===== src/rtl/seg_display_pkg.sv =====
`default_nettype none
// ============================================================================
// Module   : seg_display_pkg
// Brief    : Shared widths, logical off pattern and divider helpers for the
//            multi-digit 7-segment display engine.
// Revision : 1.0
// ============================================================================
package seg_display_pkg;

    localparam int SEG_W = 7;

    // Off pattern before the output polarity is applied.
    localparam logic [SEG_W-1:0] SEG_OFF = '0;

    // Bit width needed to count 0..value-1, never less than one bit.
    function automatic int clog2_min1(input int value);
        int width;
        width = 0;
        while ((1 << width) < value) begin
            width++;
        end
        return (width < 1) ? 1 : width;
    endfunction

    // Clock cycles per event when 'parts' events share one period of rate_hz.
    function automatic int calc_div(input int clk_hz, input int rate_hz, input int parts);
        if (rate_hz * parts <= 0) begin
            return 0;
        end
        return clk_hz / (rate_hz * parts);
    endfunction

endpackage
`default_nettype wire


===== src/rtl/seg_tick_gen.sv =====
`default_nettype none
// ============================================================================
// Module   : seg_tick_gen
// Brief    : Modulo-DIV counter with synchronous clear; emits a one-cycle tick
//            on the last count of each period.
// Revision : 1.0
// ============================================================================
module seg_tick_gen
    import seg_display_pkg::*;
#(
    parameter int DIV = 2
) (
    input  logic clk,
    input  logic rst_n,
    input  logic clr,
    output logic tick
);

    localparam int               CNT_W    = clog2_min1(DIV);
    localparam logic [CNT_W-1:0] CNT_LAST = CNT_W'(DIV - 1);

    logic [CNT_W-1:0] cnt_q;
    logic [CNT_W-1:0] cnt_d;
    logic             wrap;

    assign wrap = (cnt_q == CNT_LAST);
    // A clear restarts the period, so the wrap it overrides is not reported.
    assign tick = wrap && !clr;

    always_comb begin
        cnt_d = cnt_q + CNT_W'(1);
        if (clr || wrap) begin
            cnt_d = '0;
        end
    end

    always_ff @(posedge clk or negedge rst_n) begin
        if (!rst_n) begin
            cnt_q <= '0;
        end else begin
            cnt_q <= cnt_d;
        end
    end

endmodule
`default_nettype wire


===== src/rtl/seg_display_engine.sv =====
`default_nettype none
// ============================================================================
// Module   : seg_display_engine
// Brief    : Double-buffered N-digit 7-segment driver with blink, blanking,
//            PWM dimming and optional multiplexed scan outputs.
// Revision : 1.0
// ============================================================================
module seg_display_engine
    import seg_display_pkg::*;
#(
    parameter int NUM_DIGITS = 8,
    parameter int CLK_HZ     = 50_000_000,
    parameter int BLINK_HZ   = 2,
    parameter int SCAN_HZ    = 1000,
    parameter int MUX_MODE   = 0,
    parameter int ACTIVE_LOW = 1
) (
    input  logic                        clk,
    input  logic                        rst_n,
    input  logic [SEG_W*NUM_DIGITS-1:0] seg_in,
    input  logic [NUM_DIGITS-1:0]       blink_mask,
    input  logic [NUM_DIGITS-1:0]       blank_mask,
    input  logic                        load,
    input  logic [2:0]                  dim_level,
    output logic [SEG_W*NUM_DIGITS-1:0] seg_out,
    output logic [SEG_W-1:0]            scan_seg,
    output logic [NUM_DIGITS-1:0]       scan_an,
    output logic                        blink_phase
);

    localparam int BLINK_DIV = calc_div(CLK_HZ, 2 * BLINK_HZ, 1);
    localparam int SCAN_DIV  = calc_div(CLK_HZ, SCAN_HZ, NUM_DIGITS);
    localparam int IDX_W     = clog2_min1(NUM_DIGITS);
    localparam int PAT_W     = SEG_W * NUM_DIGITS;

    localparam logic                  OFF_BIT      = (ACTIVE_LOW != 0);
    localparam logic [PAT_W-1:0]      SEG_OUT_OFF  = {PAT_W{OFF_BIT}};
    localparam logic [SEG_W-1:0]      SCAN_SEG_OFF = {SEG_W{OFF_BIT}};
    localparam logic [NUM_DIGITS-1:0] SCAN_AN_OFF  = {NUM_DIGITS{OFF_BIT}};
    localparam logic [IDX_W-1:0]      IDX_LAST     = IDX_W'(NUM_DIGITS - 1);

    generate
        if (NUM_DIGITS < 1 || NUM_DIGITS > 16) begin : g_bad_num_digits
            $error("seg_display_engine: NUM_DIGITS must be within 1..16");
        end
        if (BLINK_DIV < 1) begin : g_bad_blink_div
            $error("seg_display_engine: BLINK_DIV evaluates below 1");
        end
        if (MUX_MODE != 0 && SCAN_DIV < 1) begin : g_bad_scan_div
            $error("seg_display_engine: SCAN_DIV evaluates below 1");
        end
    endgenerate

    logic [PAT_W-1:0]      pat_q,         pat_d;
    logic [NUM_DIGITS-1:0] blink_mask_q,  blink_mask_d;
    logic [NUM_DIGITS-1:0] blank_mask_q,  blank_mask_d;
    logic                  blink_phase_q, blink_phase_d;
    logic [2:0]            pwm_cnt_q,     pwm_cnt_d;
    logic [IDX_W-1:0]      scan_idx_q,    scan_idx_d;
    logic [PAT_W-1:0]      seg_out_q,     seg_out_d;
    logic [SEG_W-1:0]      scan_seg_q,    scan_seg_d;
    logic [NUM_DIGITS-1:0] scan_an_q,     scan_an_d;

    logic                  blink_restart;
    logic                  blink_tick;
    logic                  scan_tick;
    logic                  pwm_gate;
    logic [PAT_W-1:0]      vis;
    logic [SEG_W-1:0]      scan_vis;
    logic [NUM_DIGITS-1:0] scan_onehot;

    // A newly loaded mask restarts the blink period in the visible half.
    assign blink_restart = load && (blink_mask != blink_mask_q);

    seg_tick_gen #(
        .DIV   (BLINK_DIV)
    ) u_blink_tick (
        .clk   (clk),
        .rst_n (rst_n),
        .clr   (blink_restart),
        .tick  (blink_tick)
    );

    generate
        if (MUX_MODE != 0) begin : g_scan_tick
            seg_tick_gen #(
                .DIV   (SCAN_DIV)
            ) u_scan_tick (
                .clk   (clk),
                .rst_n (rst_n),
                .clr   (1'b0),
                .tick  (scan_tick)
            );
        end else begin : g_no_scan_tick
            assign scan_tick = 1'b0;
        end
    endgenerate

    always_comb begin
        pat_d        = pat_q;
        blink_mask_d = blink_mask_q;
        blank_mask_d = blank_mask_q;
        if (load) begin
            pat_d        = seg_in;
            blink_mask_d = blink_mask;
            blank_mask_d = blank_mask;
        end

        blink_phase_d = blink_phase_q;
        if (blink_restart) begin
            blink_phase_d = 1'b1;
        end else if (blink_tick) begin
            blink_phase_d = ~blink_phase_q;
        end

        pwm_cnt_d = pwm_cnt_q + 3'd1;

        scan_idx_d = scan_idx_q;
        if (scan_tick) begin
            scan_idx_d = (scan_idx_q == IDX_LAST) ? '0 : scan_idx_q + IDX_W'(1);
        end
    end

    assign pwm_gate = (pwm_cnt_q <= dim_level);

    // Post-blink/blank/PWM pattern per digit, plus the digit under the scan index.
    always_comb begin
        vis         = '0;
        scan_vis    = SEG_OFF;
        scan_onehot = '0;
        for (int d = 0; d < NUM_DIGITS; d++) begin
            if (pwm_gate && !blank_mask_q[d] && !(blink_mask_q[d] && !blink_phase_q)) begin
                vis[d*SEG_W +: SEG_W] = pat_q[d*SEG_W +: SEG_W];
            end else begin
                vis[d*SEG_W +: SEG_W] = SEG_OFF;
            end
            if (scan_idx_q == IDX_W'(d)) begin
                scan_vis       = vis[d*SEG_W +: SEG_W];
                scan_onehot[d] = 1'b1;
            end
        end
    end

    // XOR with the off level applies the board polarity in one step.
    always_comb begin
        seg_out_d  = vis ^ SEG_OUT_OFF;
        scan_seg_d = SCAN_SEG_OFF;
        scan_an_d  = SCAN_AN_OFF;
        if (MUX_MODE != 0) begin
            scan_seg_d = scan_vis ^ SCAN_SEG_OFF;
            scan_an_d  = scan_onehot ^ SCAN_AN_OFF;
        end
    end

    always_ff @(posedge clk or negedge rst_n) begin
        if (!rst_n) begin
            pat_q         <= '0;
            blink_mask_q  <= '0;
            blank_mask_q  <= '0;
            blink_phase_q <= 1'b1;
            pwm_cnt_q     <= '0;
            scan_idx_q    <= '0;
            seg_out_q     <= SEG_OUT_OFF;
            scan_seg_q    <= SCAN_SEG_OFF;
            scan_an_q     <= SCAN_AN_OFF;
        end else begin
            pat_q         <= pat_d;
            blink_mask_q  <= blink_mask_d;
            blank_mask_q  <= blank_mask_d;
            blink_phase_q <= blink_phase_d;
            pwm_cnt_q     <= pwm_cnt_d;
            scan_idx_q    <= scan_idx_d;
            seg_out_q     <= seg_out_d;
            scan_seg_q    <= scan_seg_d;
            scan_an_q     <= scan_an_d;
        end
    end

    assign seg_out     = seg_out_q;
    assign scan_seg    = scan_seg_q;
    assign scan_an     = scan_an_q;
    assign blink_phase = blink_phase_q;

endmodule
`default_nettype wire


===== config.mk =====
export PLATFORM = sky130hd
export DESIGN_NAME = seg_display_engine
export DESIGN_NICKNAME = d
export VERILOG_FILES = /design/src/rtl/seg_display_pkg.sv /design/src/rtl/seg_tick_gen.sv /design/src/rtl/seg_display_engine.sv
export SDC_FILE = /design/constraint.sdc
export NUM_CORES = 1
export LEC_CHECK = 0
export BUFFER_PORTS_ARGS = -buffer_cell sky130_fd_sc_hd__buf_2
export CAP_MARGIN = 10
export CORE_MARGIN = 2
export CORE_UTILIZATION = 35
export CTS_BUF_LIST = sky130_fd_sc_hd__clkbuf_4
export CTS_CLUSTER_DIAMETER = 200
export DETAILED_ROUTE_END_ITERATION = 10
export GPL_ROUTABILITY_DRIVEN = 0
export GPL_TIMING_DRIVEN = 0
export PLACE_DENSITY_LB_ADDON = 0.05
export SYNTH_ARGS = -nofsm -noshare
export SYNTH_HDL_FRONTEND = slang
export SYNTH_SLANG_ARGS = --single-unit

===== constraint.sdc =====
create_clock -name clk -period 2.1 [get_ports clk]
set_input_delay 0.42 -clock clk [delete_from_list [all_inputs] [get_ports clk]]
set_output_delay 0.42 -clock clk [all_outputs]
set_load 0.01 [all_outputs]

-- Word-level counts from Yosys, hierarchy flattened
Index checks and enable logic that the tools add are counted.
- register bits after elaboration: 156
- latch bits: 0
- memory bits (writable): 0
- bits in read-only memories: 0
- input port bits: 78
- output and inout bits: 72
- word-level logic and storage cells: 71
- memories: 0
- add/subtract/negate cells: 2
- multiply operators: 0
- div/mod/pow operators: 0
- order comparisons: 1
- eq/ne operators: 2
- shift operators: 0
- mux-type cells: 11
- bitwise gates (word level): 2
- reduce and logical (&&, ||, !) cells: 46
- operators by type and width (kind ; count):
    $mux 7 ; 8
    $not 56->56 ; 1
    $logic_and 1x1->1 ; 26
    $add 24x1->24 const B ; 1
    $eq 24x24->1 const B ; 1
    $mux 24 ; 1
    $logic_not 1->1 ; 18
    $ne 8x8->1 ; 1
    $add 3x1->3 const B ; 1
    $le 3x3->1 ; 1
    $mux 1 ; 2
    $reduce_bool 2->1 ; 1
    $logic_or 1x1->1 ; 1
    $not 1->1 ; 1

-- Logic depth before layout (Yosys ltp)
- depth after elaboration: 6
- mapped depth: 8
- mapped depth without buffers: 6

-- By module
Synthesis repeated with hierarchy kept, for this count alone.
- cells, all modules: 464
- area total of the unflattened synthesis: 6192.2 um^2
- modules (own cells, without submodules) (module ; times used ; cells an instance ; area an instance (um^2) ; sequential area each (um^2)):
    seg_display_engine ; 1 ; 324 ; 4926.0 ; 3374.5
    seg_tick_gen ; 1 ; 140 ; 1266.2 ; 600.6

-- Worst setup path before layout
OpenSTA, ideal clock, no wires.
- kind: input to register
- from: input port dim_level[1]
- to: register seg_out_q[15] (netlist: seg_out[15])
- setup time: 94 ps
- data arrival time: 1847 ps
- required time: 2006 ps
- slack: 159 ps
- stages: 8
- buffers on the path: 2
- path through: inv_1 > ha_1 > nor2b_1 > o21a_1 > o21ai_0 > clkbuf_1 > clkbuf_1 > nand3_1
- word-level cells in the longest chain between the ends: 5
- RTL lines (what ; RTL line ; source):
    start: declaration ; seg_display_engine.sv:24 ; input logic [2:0] dim_level,
    $le 3x3->1 ; seg_display_engine.sv:124 ; assign pwm_gate = (pwm_cnt_q <= dim_level);
    $logic_and 1x1->1 (2 in series) ; seg_display_engine.sv:132 ; if (pwm_gate && !blank_mask_q[d] && !(blink_mask_q[d] && !blink_phase_q)) begin
    $mux 7 ; seg_display_engine.sv:132 ;
    $not 56->56 (no line) ; n/a ;
    named net seg_out_d[15] ; seg_display_engine.sv:60 ; logic [PAT_W-1:0] seg_out_q, seg_out_d;
    end signal: assignment ; seg_display_engine.sv:173 ; seg_out_q <= seg_out_d;
    end: declaration ; seg_display_engine.sv:60 ;
The timed path passes the listed nets, and every way through them passes these cells.
A chain may end at the register's enable or synchronous reset.

-- Final worst setup path
- from: register u_blink_tick.cnt_q[5]
- to: register u_blink_tick.cnt_q[11]
- word-level cells in the longest chain between the ends: 3
- elaborated cells between the ends (all ways): 4
- those cells by class: 1 x add/sub; 1 x eq/ne; 1 x mux; 1 x reduce/logical
- RTL lines (what ; RTL line ; source):
    start: declaration ; seg_tick_gen.sv:22 ; logic [CNT_W-1:0] cnt_q;
    start signal: assignment ; seg_tick_gen.sv:41 ; cnt_q <= cnt_d;
    branches (longest 2 deep; another with $add 24x1->24) ; n/a ;
    $mux 24 (*) ; seg_tick_gen.sv:32 ; if (clr || wrap) begin
    named net u_blink_tick.cnt_d[11] ; seg_tick_gen.sv:23 ; logic [CNT_W-1:0] cnt_d;
Mark *: on every way through the listed nets, which the timed path passes.

==> flow_results.xml <==
<?xml version="1.0" encoding="UTF-8"?>
<metrics>
  <group name="sta">
    <metric name="report.final.hold_viol_count" unit="">0</metric>
    <metric name="slew_headroom" unit="%">51.5</metric>
    <metric name="worst-slew-pin-transition" unit="ns">0.727</metric>
    <metric name="fin_crit" unit="ns">2.01</metric>
    <metric name="max_freq" unit="MHz">498</metric>
    <metric name="setup_viol" unit="">0</metric>
    <metric name="slew_viol_final" unit="">0</metric>
    <metric name="final_min_period_over_clock_period" unit="%">95.6</metric>
    <metric name="skew" unit="ns">0.0131</metric>
  </group>
  <group name="placed_design">
    <metric name="placedInstanceArea" unit="um2">7180</metric>
    <metric name="numPortBuffers" unit="">133</metric>
    <metric name="dp.final_hpwl" unit="um">9570</metric>
  </group>
  <group name="finish">
    <metric name="finalInstanceArea" unit="um2">7580</metric>
    <metric name="area_overhead_of_the_layout_relative_to_synthesis" unit="%">23.3</metric>
    <metric name="layout_utilization" unit="%">44.0</metric>
    <metric name="layout_nets" unit="">710</metric>
    <metric name="final_layout_size_suffix_gt1_share" unit="%">52.3</metric>
    <metric name="fillerInstances" unit="">1708</metric>
  </group>
  <group name="detailed_routing">
    <metric name="met3_wirelength" unit="um">969</metric>
    <metric name="routed-via-count" unit="">4131</metric>
    <metric name="wl_met1" unit="um">5980</metric>
    <metric name="wl_met2" unit="um">6440</metric>
    <metric name="top_layer" unit="">met5</metric>
    <metric name="avgViaCountPerCell" unit="">4.75</metric>
    <metric name="drt_first_pass_iters" unit="">4</metric>
    <metric name="drtIter0Drc" unit="">156</metric>
    <metric name="route.antenna.remaining_nets" unit="">0</metric>
    <metric name="drcViolationCount" unit="">0</metric>
    <metric name="detail_route.wl_per_cell" unit="um">15.6</metric>
    <metric name="wirelength" unit="um">13600</metric>
  </group>
  <group name="job">
    <metric name="max_cap_viol_count" unit="">0</metric>
  </group>
  <group name="pwr">
    <metric name="powerDensity" unit="nW/um2">787</metric>
    <metric name="power_frac_clock" unit="%">30.5</metric>
    <metric name="netSwitchingFraction" unit="%">26.1</metric>
    <metric name="worst_ir_drop_vdd" unit="uV">364</metric>
    <metric name="cell_internal_pwr" unit="uW">4410</metric>
    <metric name="total_leakage_power" unit="uW">0.00326</metric>
    <metric name="seqPwrFrac" unit="%">57.5</metric>
    <metric name="p_switching" unit="uW">1560</metric>
    <metric name="power.combinational.fraction" unit="%">11.9</metric>
  </group>
  <group name="critical_path">
    <metric name="timing.reg2reg.worst_path_depth" unit="">6</metric>
    <metric name="r2r_slack" unit="ns">0.09</metric>
    <metric name="startpoint_class_of_the_critical_path" unit="">flip-flop</metric>
    <metric name="critical_path_class" unit="">reg2reg</metric>
    <metric name="cp_data_arrival_time" unit="ns">2.45</metric>
    <metric name="reg2reg_from" unit="">u_blink_tick.cnt_q[5]$_DFF_PN0_</metric>
    <metric name="endpoint_of_the_lowest_slack_register_to_register_path" unit="">u_blink_tick.cnt_q[11]$_DFF_PN0_</metric>
    <metric name="critPathRequiredTime" unit="ns">2.54</metric>
    <metric name="crit_path_end_kind" unit="">flip-flop</metric>
    <metric name="crit_fanout" unit="">10</metric>
  </group>
  <group name="worst_hold_path">
    <metric name="startpoint_of_the_worst_hold_path" unit="">seg_in[30]</metric>
    <metric name="hold_class" unit="">in2reg</metric>
    <metric name="hold_path_end" unit="">pat_q[30]$_DFFE_PN0P_</metric>
    <metric name="holdPathStages" unit="">2</metric>
  </group>
  <group name="synth">
    <metric name="synth-warning-count" unit="">0</metric>
    <metric name="synth.avg_cell_area" unit="um2">13.5</metric>
    <metric name="synth.top_cell.area_share" unit="%">40.3</metric>
    <metric name="seq_area_frac_synth" unit="%">64.7</metric>
    <metric name="synth.distinct_cells" unit="">34</metric>
    <metric name="synthDominantAreaCellType" unit="">sky130_fd_sc_hd__dfrtp_1</metric>
    <metric name="synthXorXnorAreaFrac" unit="%">2.71</metric>
    <metric name="yosys-mux-area-fraction" unit="%">13.2</metric>
    <metric name="synthCells" unit="">455</metric>
    <metric name="synth-compound-area-share" unit="%">3.81</metric>
    <metric name="post_synth_fa_ha_maj_area_fraction" unit="%">1.02</metric>
    <metric name="ys_top_cells_by_area" unit="">sky130_fd_sc_hd__dfrtp_1, sky130_fd_sc_hd__dfstp_2, sky130_fd_sc_hd__mux2_2</metric>
    <metric name="dominant_combinational_cell_family_by_area_after_synthesis" unit="">multiplexers</metric>
    <metric name="synth.cell_area" unit="um2">6150</metric>
    <metric name="synth_simple_gate_area_share" unit="%">10.9</metric>
    <metric name="synth.ff_latch_count" unit="">156</metric>
  </group>
  <group name="floorplanning">
    <metric name="die_height" unit="um">137</metric>
    <metric name="fp.dieW" unit="um">137</metric>
    <metric name="dieArea" unit="um2">18600</metric>
    <metric name="design.portCount" unit="">150</metric>
    <metric name="initial_core_util" unit="%">35.7</metric>
    <metric name="core_area" unit="um2">17200</metric>
    <metric name="placement_rows" unit="">48</metric>
  </group>
  <group name="global_routing">
    <metric name="grt_overflow_total" unit="">0</metric>
    <metric name="grt_max_degree" unit="">90</metric>
    <metric name="grt_pass1_vias" unit="">4144</metric>
    <metric name="globalRouteTotalUtil" unit="%">15.3</metric>
    <metric name="grt_antenna_before_repair" unit="">5</metric>
    <metric name="first_pass_grt_wire_length" unit="um">21500</metric>
  </group>
  <group name="cts">
    <metric name="clkTransAtPathRegs" unit="ns">0.14</metric>
    <metric name="clock_tree.htree_level_count" unit="">4</metric>
    <metric name="clock_sink_count" unit="">156</metric>
    <metric name="cts-root-to-sink-buffers" unit="">2</metric>
    <metric name="numCtsBuffers" unit="">17</metric>
    <metric name="worst_skew_pair_latency" unit="ns">0.54</metric>
    <metric name="cts-root-buf" unit="">sky130_fd_sc_hd__clkbuf_4</metric>
    <metric name="tritoncts_clock_tree" unit="">yes</metric>
  </group>
  <group name="status">
    <metric name="status" unit="">completed</metric>
  </group>
</metrics>
[metal layers]
layer,vias to the layer above,global-route usage (%)
li1,1956,-
met1,2032,19.6
met2,125,23.8
met3,14,5.78
met4,4,4.98
met5,-,0
[power by group through the flow]
stage	clock, uW	sequential, uW	combinational [uW]
2_1_floorplan	0	3530	324
3_3_place_gp	0	3480	694
3_5_place_dp	0	3490	717
4_1_cts	1920	3440	723
5_1_grt	2040	3460	799
6_report	1820	3430	713
[cells in the final DEF, fill, tap and decap left out, types with 3 or more instances in the layout]
cell / count
sky130_fd_sc_hd__nand2_1: 8
sky130_fd_sc_hd__or4_1: 6
sky130_fd_sc_hd__clkinv_4: 3
sky130_fd_sc_hd__nor3_1: 14
sky130_fd_sc_hd__ha_1: 4
sky130_fd_sc_hd__nand3_1: 64
sky130_fd_sc_hd__xor2_1: 14
sky130_fd_sc_hd__o21ai_0: 7
sky130_fd_sc_hd__clkbuf_4: 21
sky130_fd_sc_hd__xnor2_1: 5
sky130_fd_sc_hd__mux2_2: 72
sky130_fd_sc_hd__nor4_1: 3
sky130_fd_sc_hd__inv_1: 7
sky130_fd_sc_hd__nand4_1: 5
sky130_fd_sc_hd__a211oi_1: 9
sky130_fd_sc_hd__o31ai_1: 6
sky130_fd_sc_hd__or3_1: 7
sky130_fd_sc_hd__inv_6: 3
sky130_fd_sc_hd__dfstp_2: 57
sky130_fd_sc_hd__dfrtp_1: 98
sky130_fd_sc_hd__conb_1: 15
sky130_fd_sc_hd__clkbuf_1: 12
sky130_fd_sc_hd__diode_2: 4
sky130_fd_sc_hd__buf_4: 21
sky130_fd_sc_hd__and4_1: 3
sky130_fd_sc_hd__buf_2: 136
sky130_fd_sc_hd__a21oi_1: 8
sky130_fd_sc_hd__a211oi_2: 3
[cells by family (layout without fill, tap and decap cells)]
family	after synthesis	after routing
flops	156	156
simple gates	122	122
mux	72	72
buf+inv	44	215
compound gates	36	36
xor+xnor	19	19
fa+ha+maj	5	5
other cells	1	19
[synthesized netlist by cell type]
cell / number
sky130_fd_sc_hd__dfrtp_1: 99
sky130_fd_sc_hd__mux2_2: 72
sky130_fd_sc_hd__nand3_1: 65
sky130_fd_sc_hd__dfstp_2: 57
sky130_fd_sc_hd__clkbuf_1: 18
sky130_fd_sc_hd__buf_4: 15
sky130_fd_sc_hd__nor3_1: 15
sky130_fd_sc_hd__xor2_1: 14
sky130_fd_sc_hd__a211oi_1: 12
sky130_fd_sc_hd__a21oi_1: 8
sky130_fd_sc_hd__nand2_1: 8
sky130_fd_sc_hd__inv_1: 7
sky130_fd_sc_hd__o21ai_0: 7
sky130_fd_sc_hd__or3_1: 7
sky130_fd_sc_hd__o31ai_1: 6
sky130_fd_sc_hd__or4_1: 6
sky130_fd_sc_hd__ha_1: 5
sky130_fd_sc_hd__nand4_1: 5
sky130_fd_sc_hd__xnor2_1: 5
sky130_fd_sc_hd__and4_1: 4
sky130_fd_sc_hd__buf_2: 4
sky130_fd_sc_hd__nor4_1: 3
sky130_fd_sc_hd__nor2_1: 2
sky130_fd_sc_hd__a21boi_1: 1
sky130_fd_sc_hd__and2_1: 1
sky130_fd_sc_hd__conb_1: 1
sky130_fd_sc_hd__nand3_2: 1
sky130_fd_sc_hd__nor2b_1: 1
sky130_fd_sc_hd__nor3b_1: 1
sky130_fd_sc_hd__nor4b_1: 1
sky130_fd_sc_hd__o21a_1: 1
sky130_fd_sc_hd__o31a_1: 1
sky130_fd_sc_hd__or2_2: 1
sky130_fd_sc_hd__or4_4: 1
[through the flow]
step / power, uW / worst slack [ns] / setup TNS, ns / hold WS (ns) / instances
CTS: 6070 / 0.0212 / 0 / 0.0329 / 862
detailed placement: 4210 / -0.570 / -28.34 / 0.398 / 828
finish: 5970 / 0.0927 / 0 / 0.0974 / 869
global route: 6310 / -0.0104 / -0.0104 / 0.00949 / 867
floorplan: 3860 / 0.159 / 0 / 0.124 / 469
global placement: 4170 / -1.70 / -234.02 / 0.391 / 827
[worst max path at each step]
stage | cells past startpoint | to | startpoint | slack (ns)
floorplan | 8 | seg_out[15]$_DFF_PN1_ | dim_level[1] | 0.16
global placement | 1 | pat_q[46]$_DFFE_PN0P_ | rst_n | -1.70
detailed placement | 9 | seg_out[52]$_DFF_PN1_ | dim_level[1] | -0.57
CTS | 6 | u_blink_tick.cnt_q[22]$_DFF_PN0_ | u_blink_tick.cnt_q[1]$_DFF_PN0_ | 0.02
global route | 6 | u_blink_tick.cnt_q[13]$_DFF_PN0_ | u_blink_tick.cnt_q[5]$_DFF_PN0_ | -0.01
finish | 6 | u_blink_tick.cnt_q[11]$_DFF_PN0_ | u_blink_tick.cnt_q[5]$_DFF_PN0_ | 0.09
[critical path: stages (launching register included)]
cell and delay [ns]:
sky130_fd_sc_hd__dfrtp_1 0.34, sky130_fd_sc_hd__clkbuf_4 0.17, sky130_fd_sc_hd__nand4_1 0.12, sky130_fd_sc_hd__or4_4 0.54, sky130_fd_sc_hd__buf_4 0.19, sky130_fd_sc_hd__or3_1 0.30, sky130_fd_sc_hd__a211oi_1 0.26
[registers in the layout, summed over array words and instances (netlist names)]
signal              count
blank_mask_q            8
blink_mask_q            8
blink_phase             1
pat_q                  56
pwm_cnt_q               3
seg_out                56
u_blink_tick.cnt_q     24
[repair_timing]
item | in CTS | in global routing
pin swaps | 0 | 0
hold endpoints to repair | 48 | 0
resized for setup | 11 | 18
endpoints found under the setup margin | 60 | 40
hold buffers | 1 | 0
buffers inserted | 1 | 3
[cell type report]
| class | count | area (um2) | area share [%] |
|---|---|---|---|
| Tap cell | 225 | 282 | 3.71 |
| Timing Repair Buffer | 139 | 739 | 9.76 |
| Buffer | 37 | 224 | 2.95 |
| Clock buffer | 19 | 143 | 1.88 |
| Clock inverter | 13 | 141 | 1.87 |
| Inverter | 7 | 26.3 | 0.347 |
| Sequential cell | 156 | 3980 | 52.5 |
| Multi-Input combinational cell | 269 | 2040 | 26.9 |
| Antenna cell | 4 | 10.0 | 0.132 |
Note: power is estimated with default switching activity, not from simulation.
